$ cat src/rtl/core_pkg.sv
// Core-side types for the instruction fetch request/response interface
// between core_s1 and the instruction responder.
package core_pkg;

    typedef struct packed {
        logic        valid;
        logic [31:0] addr;
    } mmu_instr_req_s;

    typedef struct packed {
        logic        ready;
        logic [31:0] instr;
        logic        illegal;
    } mmu_instr_rsp_s;

endpackage

$ cat src/rtl/mmu_instr_responder.sv
// Instruction fetch responder: bare physical addressing, one single-word bus read per fetch.
// Optional one-entry fetch buffer enabled by `define LETC_MMU_INSTR_FETCH_BUF_EN.
module mmu_instr_responder
    import core_pkg::*;
#(
    parameter logic [31:0] RESET_INSTR = 32'hDEADBEEF
) (
    input  logic           clk,
    input  logic           rst_n,
    input  mmu_instr_req_s mmu_instr_req,
    output mmu_instr_rsp_s mmu_instr_rsp,
    input  logic           fencei,
    output logic           mem_req_valid,
    output logic [31:0]    mem_req_addr,
    input  logic           mem_req_ready,
    input  logic           mem_rsp_valid,
    input  logic [31:0]    mem_rsp_data,
    input  logic           mem_rsp_err
);

    typedef enum logic [1:0] {IDLE, BUSREQ, WAIT, RESP} state_e;

    state_e      state_q, state_d;
    logic        drop_q, drop_d;
    logic [31:0] req_addr_q, req_addr_d;
    logic        ready_q, ready_d;
    logic        illegal_q, illegal_d;
    logic [31:0] instr_q, instr_d;
    logic        mem_req_valid_q, mem_req_valid_d;
    logic [31:0] mem_req_addr_q, mem_req_addr_d;

    logic        accept;
    logic        abort;
    logic        buf_hit;
    logic        buf_fill;
    logic [31:0] buf_data;

    assign accept = (state_q == IDLE) && mmu_instr_req.valid && !ready_q;
    // A flush or redirect shows up as the core dropping valid or changing the address.
    assign abort  = !mmu_instr_req.valid || (mmu_instr_req.addr != req_addr_q);

`ifdef LETC_MMU_INSTR_FETCH_BUF_EN
    logic        buf_valid_q;
    logic [29:0] buf_word_q;
    logic [31:0] buf_data_q;

    assign buf_hit  = buf_valid_q && (buf_word_q == mmu_instr_req.addr[31:2]);
    assign buf_data = buf_data_q;

    always_ff @(posedge clk) begin
        if (!rst_n) begin
            buf_valid_q <= 1'b0;
        end else if (fencei) begin
            buf_valid_q <= 1'b0;
        end else if (buf_fill) begin
            buf_valid_q <= 1'b1;
        end
    end

    always_ff @(posedge clk) begin
        if (buf_fill) begin
            buf_word_q <= req_addr_q[31:2];
            buf_data_q <= mem_rsp_data;
        end
    end
`else
    logic unused_fencei;

    assign buf_hit       = 1'b0;
    assign buf_data      = '0;
    assign unused_fencei = fencei ^ buf_fill;
`endif

    always_comb begin
        state_d         = state_q;
        drop_d          = drop_q;
        req_addr_d      = req_addr_q;
        ready_d         = 1'b0;
        illegal_d       = 1'b0;
        instr_d         = RESET_INSTR;
        mem_req_valid_d = 1'b0;
        mem_req_addr_d  = mem_req_addr_q;
        buf_fill        = 1'b0;

        case (state_q)
            IDLE: begin
                if (accept) begin
                    req_addr_d = mmu_instr_req.addr;
                    drop_d     = 1'b0;
                    if (mmu_instr_req.addr[1:0] != 2'b00) begin
                        state_d   = RESP;
                        ready_d   = 1'b1;
                        illegal_d = 1'b1;
                        instr_d   = '0;
                    end else if (buf_hit) begin
                        state_d = RESP;
                        ready_d = 1'b1;
                        instr_d = buf_data;
                    end else begin
                        state_d         = BUSREQ;
                        mem_req_valid_d = 1'b1;
                        mem_req_addr_d  = {mmu_instr_req.addr[31:2], 2'b00};
                    end
                end
            end
            BUSREQ: begin
                if (abort) drop_d = 1'b1;
                // The request stays up until the bus takes it, even when aborted.
                if (mem_req_valid_q && mem_req_ready) begin
                    state_d = WAIT;
                end else begin
                    mem_req_valid_d = 1'b1;
                end
            end
            WAIT: begin
                if (abort) drop_d = 1'b1;
                if (mem_rsp_valid) begin
                    buf_fill = !mem_rsp_err;
                    if (drop_q) begin
                        state_d = IDLE;
                        drop_d  = 1'b0;
                    end else begin
                        state_d   = RESP;
                        ready_d   = 1'b1;
                        instr_d   = mem_rsp_data;
                        illegal_d = mem_rsp_err;
                    end
                end
            end
            RESP: begin
                state_d = IDLE;
                drop_d  = 1'b0;
            end
            default: begin
                state_d = IDLE;
            end
        endcase
    end

    always_ff @(posedge clk) begin
        if (!rst_n) begin
            state_q         <= IDLE;
            drop_q          <= 1'b0;
            req_addr_q      <= '0;
            ready_q         <= 1'b0;
            illegal_q       <= 1'b0;
            instr_q         <= RESET_INSTR;
            mem_req_valid_q <= 1'b0;
            mem_req_addr_q  <= '0;
        end else begin
            state_q         <= state_d;
            drop_q          <= drop_d;
            req_addr_q      <= req_addr_d;
            ready_q         <= ready_d;
            illegal_q       <= illegal_d;
            instr_q         <= instr_d;
            mem_req_valid_q <= mem_req_valid_d;
            mem_req_addr_q  <= mem_req_addr_d;
        end
    end

    assign mmu_instr_rsp.ready   = ready_q;
    assign mmu_instr_rsp.instr   = instr_q;
    assign mmu_instr_rsp.illegal = illegal_q;
    assign mem_req_valid         = mem_req_valid_q;
    assign mem_req_addr          = mem_req_addr_q;

endmodule

$ cat config.mk
export PLATFORM = sky130hd
export DESIGN_NAME = mmu_instr_responder
export DESIGN_NICKNAME = d
export VERILOG_FILES = /design/src/rtl/core_pkg.sv /design/src/rtl/mmu_instr_responder.sv
export SDC_FILE = /design/constraint.sdc
export NUM_CORES = 1
export LEC_CHECK = 0
export CAP_MARGIN = 20
export CORE_MARGIN = 2
export CORE_UTILIZATION = 49
export DETAILED_ROUTE_END_ITERATION = 7
export GPL_ROUTABILITY_DRIVEN = 0
export PLACE_DENSITY = 0.85
export SYNTH_ARGS = -nofsm -noshare
export SYNTH_HDL_FRONTEND = slang
export SYNTH_SLANG_ARGS = --single-unit
$ cat constraint.sdc
create_clock -name clk -period 2.86 [get_ports clk]
set_clock_uncertainty 0.1 [all_clocks]
set_input_delay 0.286 -clock clk [delete_from_list [all_inputs] [get_ports clk]]
set_output_delay 0.286 -clock clk [all_outputs]
set_load 0.1 [all_outputs]
; Word-level counts from Yosys, hierarchy flattened
; Cells that the tools add are included.
; W data, S select, Z words.
[totals]
reg_bits = 100
output_inout_bits = 67
in_bits = 71
word_cells = 55
[classes]
reduce_logical = 11
muxes = 28
n_eq_ne = 7
bitwise_logic = 1
[ops]
columns = operator, count
row1 = $mux W32, 4
row2 = $pmux W32 S2, 1
row3 = $ne A32 B32 Y1, 1
row4 = $mux W1, 13
row5 = $mux W2, 5
row6 = $pmux W2 S4, 1
row7 = $ne A2 B2 Y1 const B, 3
row8 = $pmux W1 S2, 3
row9 = $reduce_and A3 Y1, 2
row10 = $eq A2 B2 Y1 const B, 2
row11 = $pmux W1 S4, 1
row12 = $logic_and A1 B1 Y1, 3
row13 = $eq A2 B1 Y1 const B, 1
row14 = $logic_not A1 Y1, 2
row15 = $logic_not A2 Y1, 1
row16 = $reduce_and A2 Y1, 1
row17 = $reduce_bool A2 Y1, 1
row18 = $logic_or A1 B1 Y1, 1
row19 = $not A1 Y1, 1

; Longest topological paths before layout
; Gate-level depths: netlist of the first run.
[depth]
ltp_word = 6
depth_mapped = 9

; Least setup slack after synthesis of the first run
; Ideal clock, no wire load.
[synth_timing]
path_type = register to register
start = register mem_req_valid_q (netlist: mem_req_valid)
end = register state_q[1]
path_slack_ps = 852
stages_incl_launch_ff = 6
synth_period_minus_slack_ps = 2008
t_arrival_ps = 1793
required_time_ps = 2645
path_cell_list = dfxtp_1 > a21boi_0 > a221oi_1 > nor2_1 > a21oi_1 > nor2b_1
[synth_between]
elab_chain_cells = 3
[synth_lines]
columns = element, line_no
row1 = from (decl), mmu_instr_responder.sv:29  ; logic mem_req_valid_q, mem_req_valid_d;
row2 = from (signal assigned), mmu_instr_responder.sv:157  ; mem_req_valid_q <= mem_req_valid_d;
row3 = $logic_and A1 B1 Y1, mmu_instr_responder.sv:109  ; if (mem_req_valid_q && mem_req_ready) begin
row4 = $ne A2 B2 Y1 (no line), n/a
row5 = $reduce_and A3 Y1 (no line), n/a
row6 = to (signal assigned), mmu_instr_responder.sv:151  ; state_q <= state_d;
row7 = to (decl), mmu_instr_responder.sv:23  ; state_e state_q, state_d;
; Every way passes these cells.
; A chain may end at the register's enable or synchronous reset.

; Worst setup path in the final report of the first run
[layout_timing]
start = register state_q[0]
end = register instr_q[6]
[layout_between]
elab_chain_cells = 5
word_cells_on_any_way = 6
classes_between = eq/ne: 1 / mux: 2 / reduce/logical: 3
[layout_lines]
columns = element, line_no
row1 = $logic_not A2 Y1, "mmu_instr_responder.sv:38, mmu_instr_responder.sv:85"
row2 = $logic_and A1 B1 Y1 (2 in series), mmu_instr_responder.sv:38  ; assign accept = (state_q == IDLE) && mmu_instr_req.valid && !ready_q;
row3 = $mux W32, mmu_instr_responder.sv:87  ; if (accept) begin
row4 = $pmux W32 S2 (*), mmu_instr_responder.sv:85  ; case (state_q)
row5 = to (signal assigned), mmu_instr_responder.sv:156  ; instr_q <= instr_d;
row6 = to (decl), mmu_instr_responder.sv:28  ; logic [31:0] instr_q, instr_d;
; Every way passes the cells marked *; elsewhere a longest branch is shown, timed or not.

==> results of run 1 <==
## report_power, final
part	internal (W)	leakage [nW]	switching (W)
clock network	0.000341	0.0986	0.000532
registers	0.00161	0.816	0.000103
logic	0.000527	1.23	0.00148
## critical path, stage by stage, from the launching register on
cell and delay [ns]:
dfxtp_1 0.34, inv_1 0.10, ha_1 0.76, nand2_1 0.15
a21boi_2 0.17, buf_4 0.26, nand2_1 0.08
## synthesized netlist by cell type (all sizes together)
master / count
nor3: 2
a21oi: 4
a221oi: 1
a21boi: 67
xnor2: 9
or2: 1
and2: 8
ha: 4
nand4: 4
clkbuf: 21
nor4: 6
a211oi: 1
and3: 1
nor2: 4
o21ai: 26
nor2b: 1
o21a: 1
nand3: 1
o211ai: 1
nand2b: 1
nand2: 155
dfxtp: 100
o211a: 1
conb: 1
xor2: 23
inv: 5
buf: 10
## cell usage in the layout (no fill, tap or decap), types with 2 or more instances in the layout
cell / instances
nor2_1: 3
o21ai_0: 25
and2_1: 8
a21oi_1: 4
nor4_1: 6
xor2_1: 23
inv_8: 2
inv_6: 3
a21boi_2: 30
inv_1: 5
buf_4: 72
xnor2_1: 9
clkbuf_8: 9
nand2_1: 155
nand4_1: 4
a21boi_0: 37
conb_1: 2
dfxtp_1: 100
ha_1: 4
clkinv_4: 2
clkdlybuf4s50_1: 68
## through the flow
stage	hold WS, ns	instances	instance area (um2)	setup slack [ns]
floorplan	0.308	460	4100	0.852
global placement	0.355	675	5290	0.789
detailed placement	0.360	675	5290	0.758
CTS	0.213	691	5480	0.767
global route	0.234	691	5480	0.559
finish	0.227	691	5480	0.788
## worst paths after layout
kind | startpoint | to | slack (ns) | cells after the start
hold reg to reg | mem_req_addr[31] | mem_req_addr[31] | 0.37 | 2
setup / recovery | state_q[0] | instr_q[6] | 0.79 | 6
setup reg to reg | state_q[0] | instr_q[6] | 0.79 | 6
hold / removal | rst_n | mem_req_valid | 0.23 | 2
## cell type report
class | count | area (um2) | share of cell area [%]
clock buffer | 9 | 124 | 2.26
clock inverter | 7 | 66.3 | 1.21
inverter | 5 | 18.8 | 0.342
multi-input combinational | 324 | 1920 | 34.9
sequential | 100 | 2000 | 36.5
tap | 105 | 131 | 2.40
timing repair buffer | 141 | 1230 | 22.4
## layer usage
layer	share of wire [%]	vias up	track usage (%)
li1	-	1730	-
met1	42	1610	26.9
met2	50	98	37.9
met3	7.1	11	6.09
met4	1.1	0	5.95
met5	0	-	0
## cell families (layout without fill, tap and decap cells)
family	after synthesis	after routing	synth area share, %
simple gates	184	184	18.8
compound gates	102	102	19.7
flops	100	100	48.9
buf+inv	36	162	4.46
xor+xnor	32	32	6.84
fa+ha+maj	4	4	1.22
other cells	1	2	0.0915
## flip-flops by register name (all words and copies together), names as in the netlist
name / count
drop_q: 1
req_addr_q: 32
mem_req_addr: 30
instr_q: 32
illegal_q: 1
state_q: 2
ready_q: 1
mem_req_valid: 1
==> flow_metrics.tcl, run 1 <==
set metrics [dict create \
    power_leakage_nw 2.15 \
    vias 3449 \
    critPathCaptureType "flop" \
    detail-route-antenna-nets 0 \
    postSynthCellCount 459 \
    drive_above_1_share_pct 20.8 \
    grt_max_degree 50 \
    cts_buffers 9 \
    max_freq_ghz 0.483 \
    drt-vias-per-instance 4.99 \
    cts_tree "done" \
    die_area_um2 9110 \
    hold_buffers 0 \
    cts_root_buf "clkbuf_8" \
    drt_iter0_markers 160 \
    die_h_um 95.4 \
    yosys.area.top_type "dfxtp_1" \
    p_total_w 0.00459 \
    htreeDepth 3 \
    antennaDiodeCount 0 \
    ys_types 33 \
    final_core_util_pct 67.1 \
    initial_core_util_pct 50.1 \
    hold_path_class "primary input to flop" \
    core_um2 8180 \
    grt_overflow 0 \
    dp_hpwl_mm 6.98 \
    io_buffer_count 134 \
    drc 0 \
    routed_wirelength_mm 9.68 \
    clockBufferDepth 2 \
    vdd_drop_max_mv 0.326 \
    cts_sinks 100 \
    synth_seq_cells 100 \
    grt_pass1_wl_mm 15.5 \
    criticalPathCategory "flop to flop" \
    fin_nets 656 \
    netlist_area_um2 4100 \
    ioPinCount 138 \
    area_growth_pct 33.9 \
    grt_pass1_vias 3263 \
    run_status "complete, no violations" \
    crit_required_ns 3.02 \
    die_w_um 95.4 \
    yosys.area.top_type_share_pct 48.9 \
    hold_viol_final 0 \
    fillCellCount 649 \
    synth_area_per_cell_um2 8.92 \
    worst_ep_arrival_time_ns 2.23 \
    yosysWarnings 0 \
    slew_headroom_pct 40.2 \
    netlist_top_cells_area "dfxtp_1 (49%), nand2_1 (14%), a21boi_2 (8.2%)" \
    final-setup-viol-count 0 \
    grt.total_usage_pct 21.9 \
    insertion_delay_ns 0.37 \
    tns_ns 0 \
    cp-start-kind "flop" \
    path_clk_slew_ns 0.10 \
    synth-seq-area-share_pct 48.9 \
    slew_violations 0 \
    rsz0062_at_grt "false" \
    tightest_slew_ns 0.898 \
    wl_per_cell_um 14.0 \
    path_max_fanout 32 \
    powerDensity_nw_per_um2 838 \
    row_count 33 \
    finalCritPeriodShare_pct 72.4 \
    first_pass_iters 4 \
    fin_crit_ns 2.07 \
    cts_setup_buffers 0 \
    drv_cap 0 \
    antenna_found_initial 0 \
    ctsResizeCount 0 \
]
(Power assumes the default switching activity.)
==> inputs of run 2 (changes only) <==
--- a/config.mk
+++ b/config.mk
@@ -7,10 +7,10 @@
 export LEC_CHECK = 0
 export CAP_MARGIN = 20
 export CORE_MARGIN = 2
-export CORE_UTILIZATION = 49
+export CORE_UTILIZATION = 45
 export DETAILED_ROUTE_END_ITERATION = 7
 export GPL_ROUTABILITY_DRIVEN = 0
-export PLACE_DENSITY = 0.85
+export PLACE_DENSITY = 0.79
 export SYNTH_ARGS = -nofsm -noshare
 export SYNTH_HDL_FRONTEND = slang
 export SYNTH_SLANG_ARGS = --single-unit
==> constraint.sdc (replaced) <==
create_clock -name clk -period 2.05 [get_ports clk]
set_clock_uncertainty 0.1 [all_clocks]
set_input_delay 0.205 -clock clk [delete_from_list [all_inputs] [get_ports clk]]
set_output_delay 0.205 -clock clk [all_outputs]
set_load 0.1 [all_outputs]
==> flow_metrics.tcl, run 2 (synthesized netlist as in run 1, its figures left out) <==
set metrics [dict create \
    initial_core_util_pct 46.7 \
    area_growth_pct 36.1 \
    path_clk_slew_ns 0.09 \
    crit_required_ns 2.24 \
    core_um2 8760 \
    die_area_um2 9880 \
    routed_wirelength_mm 9.64 \
    setup_slack_ns 0.225 \
    drive_above_1_share_pct 21.4 \
    grt_pass1_wl_mm 15.6 \
    cts_sinks 100 \
    criticalPathCategory "flop to flop" \
    first_pass_iters 4 \
    fin_nets 661 \
    hold_viol_final 0 \
    cp-start-kind "flop" \
    max_freq_ghz 0.548 \
    antennaDiodeCount 0 \
    dp_hpwl_mm 7.01 \
    power_leakage_nw 2.19 \
    die_h_um 99.4 \
    cts_tree "done" \
    cts_setup_buffers 0 \
    insertion_delay_ns 0.35 \
    row_count 34 \
    critPathCaptureType "flop" \
    antenna_found_initial 0 \
    cp_cell_sequence "inv_1 > ha_1 > inv_1 > or2_1 > nor3_4 > buf_4 > nand2_1 > a21boi_0" \
    pre_cts_slack_ns 0.0144 \
    ctsResizeCount 0 \
    grt_overflow 0 \
    die_w_um 99.4 \
    ioPinCount 138 \
    cts_root_buf "clkbuf_8" \
    finalCritPeriodShare_pct 89.0 \
    drc 0 \
    final-setup-viol-count 0 \
    p_total_w 0.00659 \
    fin_crit_ns 1.83 \
    grt_max_degree 63 \
    vias 3430 \
    wl_per_cell_um 13.8 \
    io_buffer_count 134 \
    hold_buffers 0 \
    tightest_slew_ns 0.609 \
    htreeDepth 3 \
    vdd_drop_max_mv 0.565 \
    drt_iter0_markers 122 \
    detail-route-antenna-nets 0 \
    fin_hold_ws_ns 0.0987 \
    critPathBufInv 3 \
    worst_ep_arrival_time_ns 2.01 \
    final_cell_mix "nand2_1 (155), dfxtp_1 (100), buf_4 (75)" \
    path_max_fanout 11 \
    final_core_util_pct 63.6 \
    cpMostUsedCell "inv_1" \
    slew_headroom_pct 59.3 \
    drv_cap 0 \
    powerDensity_nw_per_um2 1180 \
    rsz0062_at_grt "false" \
    run_status "complete, no violations" \
    slew_violations 0 \
    critical-path-top-delay-family "simple AND/OR/NAND/NOR gates" \
    crit_slowest_cell "dfxtp_1" \
    final_common_cell "nand2_1" \
    fillCellCount 786 \
    grt_pass1_vias 3183 \
    hold_path_class "primary input to flop" \
    tns_ns 0 \
    drt-vias-per-instance 4.91 \
    clockBufferDepth 2 \
    r2r_slack_ns 0.22 \
    slowest_delay_ns 0.33 \
    grt.total_usage_pct 19.7 \
    cts_buffers 9 \
]
-- run 2: worst paths after layout --
kind                                         end             start  cells after the start
worst min register to register  mem_req_addr[20]  mem_req_addr[20]                      2
worst min-delay path                  state_q[0]             rst_n                      2
worst max register to register  mem_req_addr[31]        state_q[1]                      8
worst max-delay path            mem_req_addr[31]        state_q[1]                      8
-- run 2: cell type report --
cell class | count | area [um2] | area share [%]
Tap cell | 108 | 135 | 2.42
Clock buffer | 9 | 124 | 2.22
Inverter | 5 | 18.8 | 0.337
Multi-Input combinational cell | 324 | 1920 | 34.4
Timing Repair Buffer | 146 | 1290 | 23.1
Sequential cell | 100 | 2000 | 35.9
Clock inverter | 6 | 90.1 | 1.62
-- run 2: power by group --
part	total (W)	internal (W)	switching, W
combinational	0.00284	0.000766	0.00207
sequential	0.00239	0.00225	0.000144
clock	0.00136	0.000683	0.000677
-- run 2: metrics by stage --
stage,instance area (um2),cells
6_report,5570,698
3_5_place_dp,5360,683
4_1_cts,5570,698
3_3_place_gp,5360,683
5_1_grt,5570,698
2_1_floorplan,4100,460
-- run 2: routing by layer --
metal  track usage [%]  up-vias  share of wire (%)
met5                 0        -                  0
met4              6.64        0                1.2
met3              3.79       11                6.4
met2              33.3      106                 47
met1              25.2     1574                 45
li1                  -     1739                  -
-- run 2: worst register-to-register path, cell delays in order (launching register included) --
cell and delay, ns:
dfxtp_1 0.33, inv_1 0.11, ha_1 0.22, inv_1 0.09
or2_1 0.27, nor3_4 0.18, buf_4 0.22, nand2_1 0.08
a21boi_0 0.16
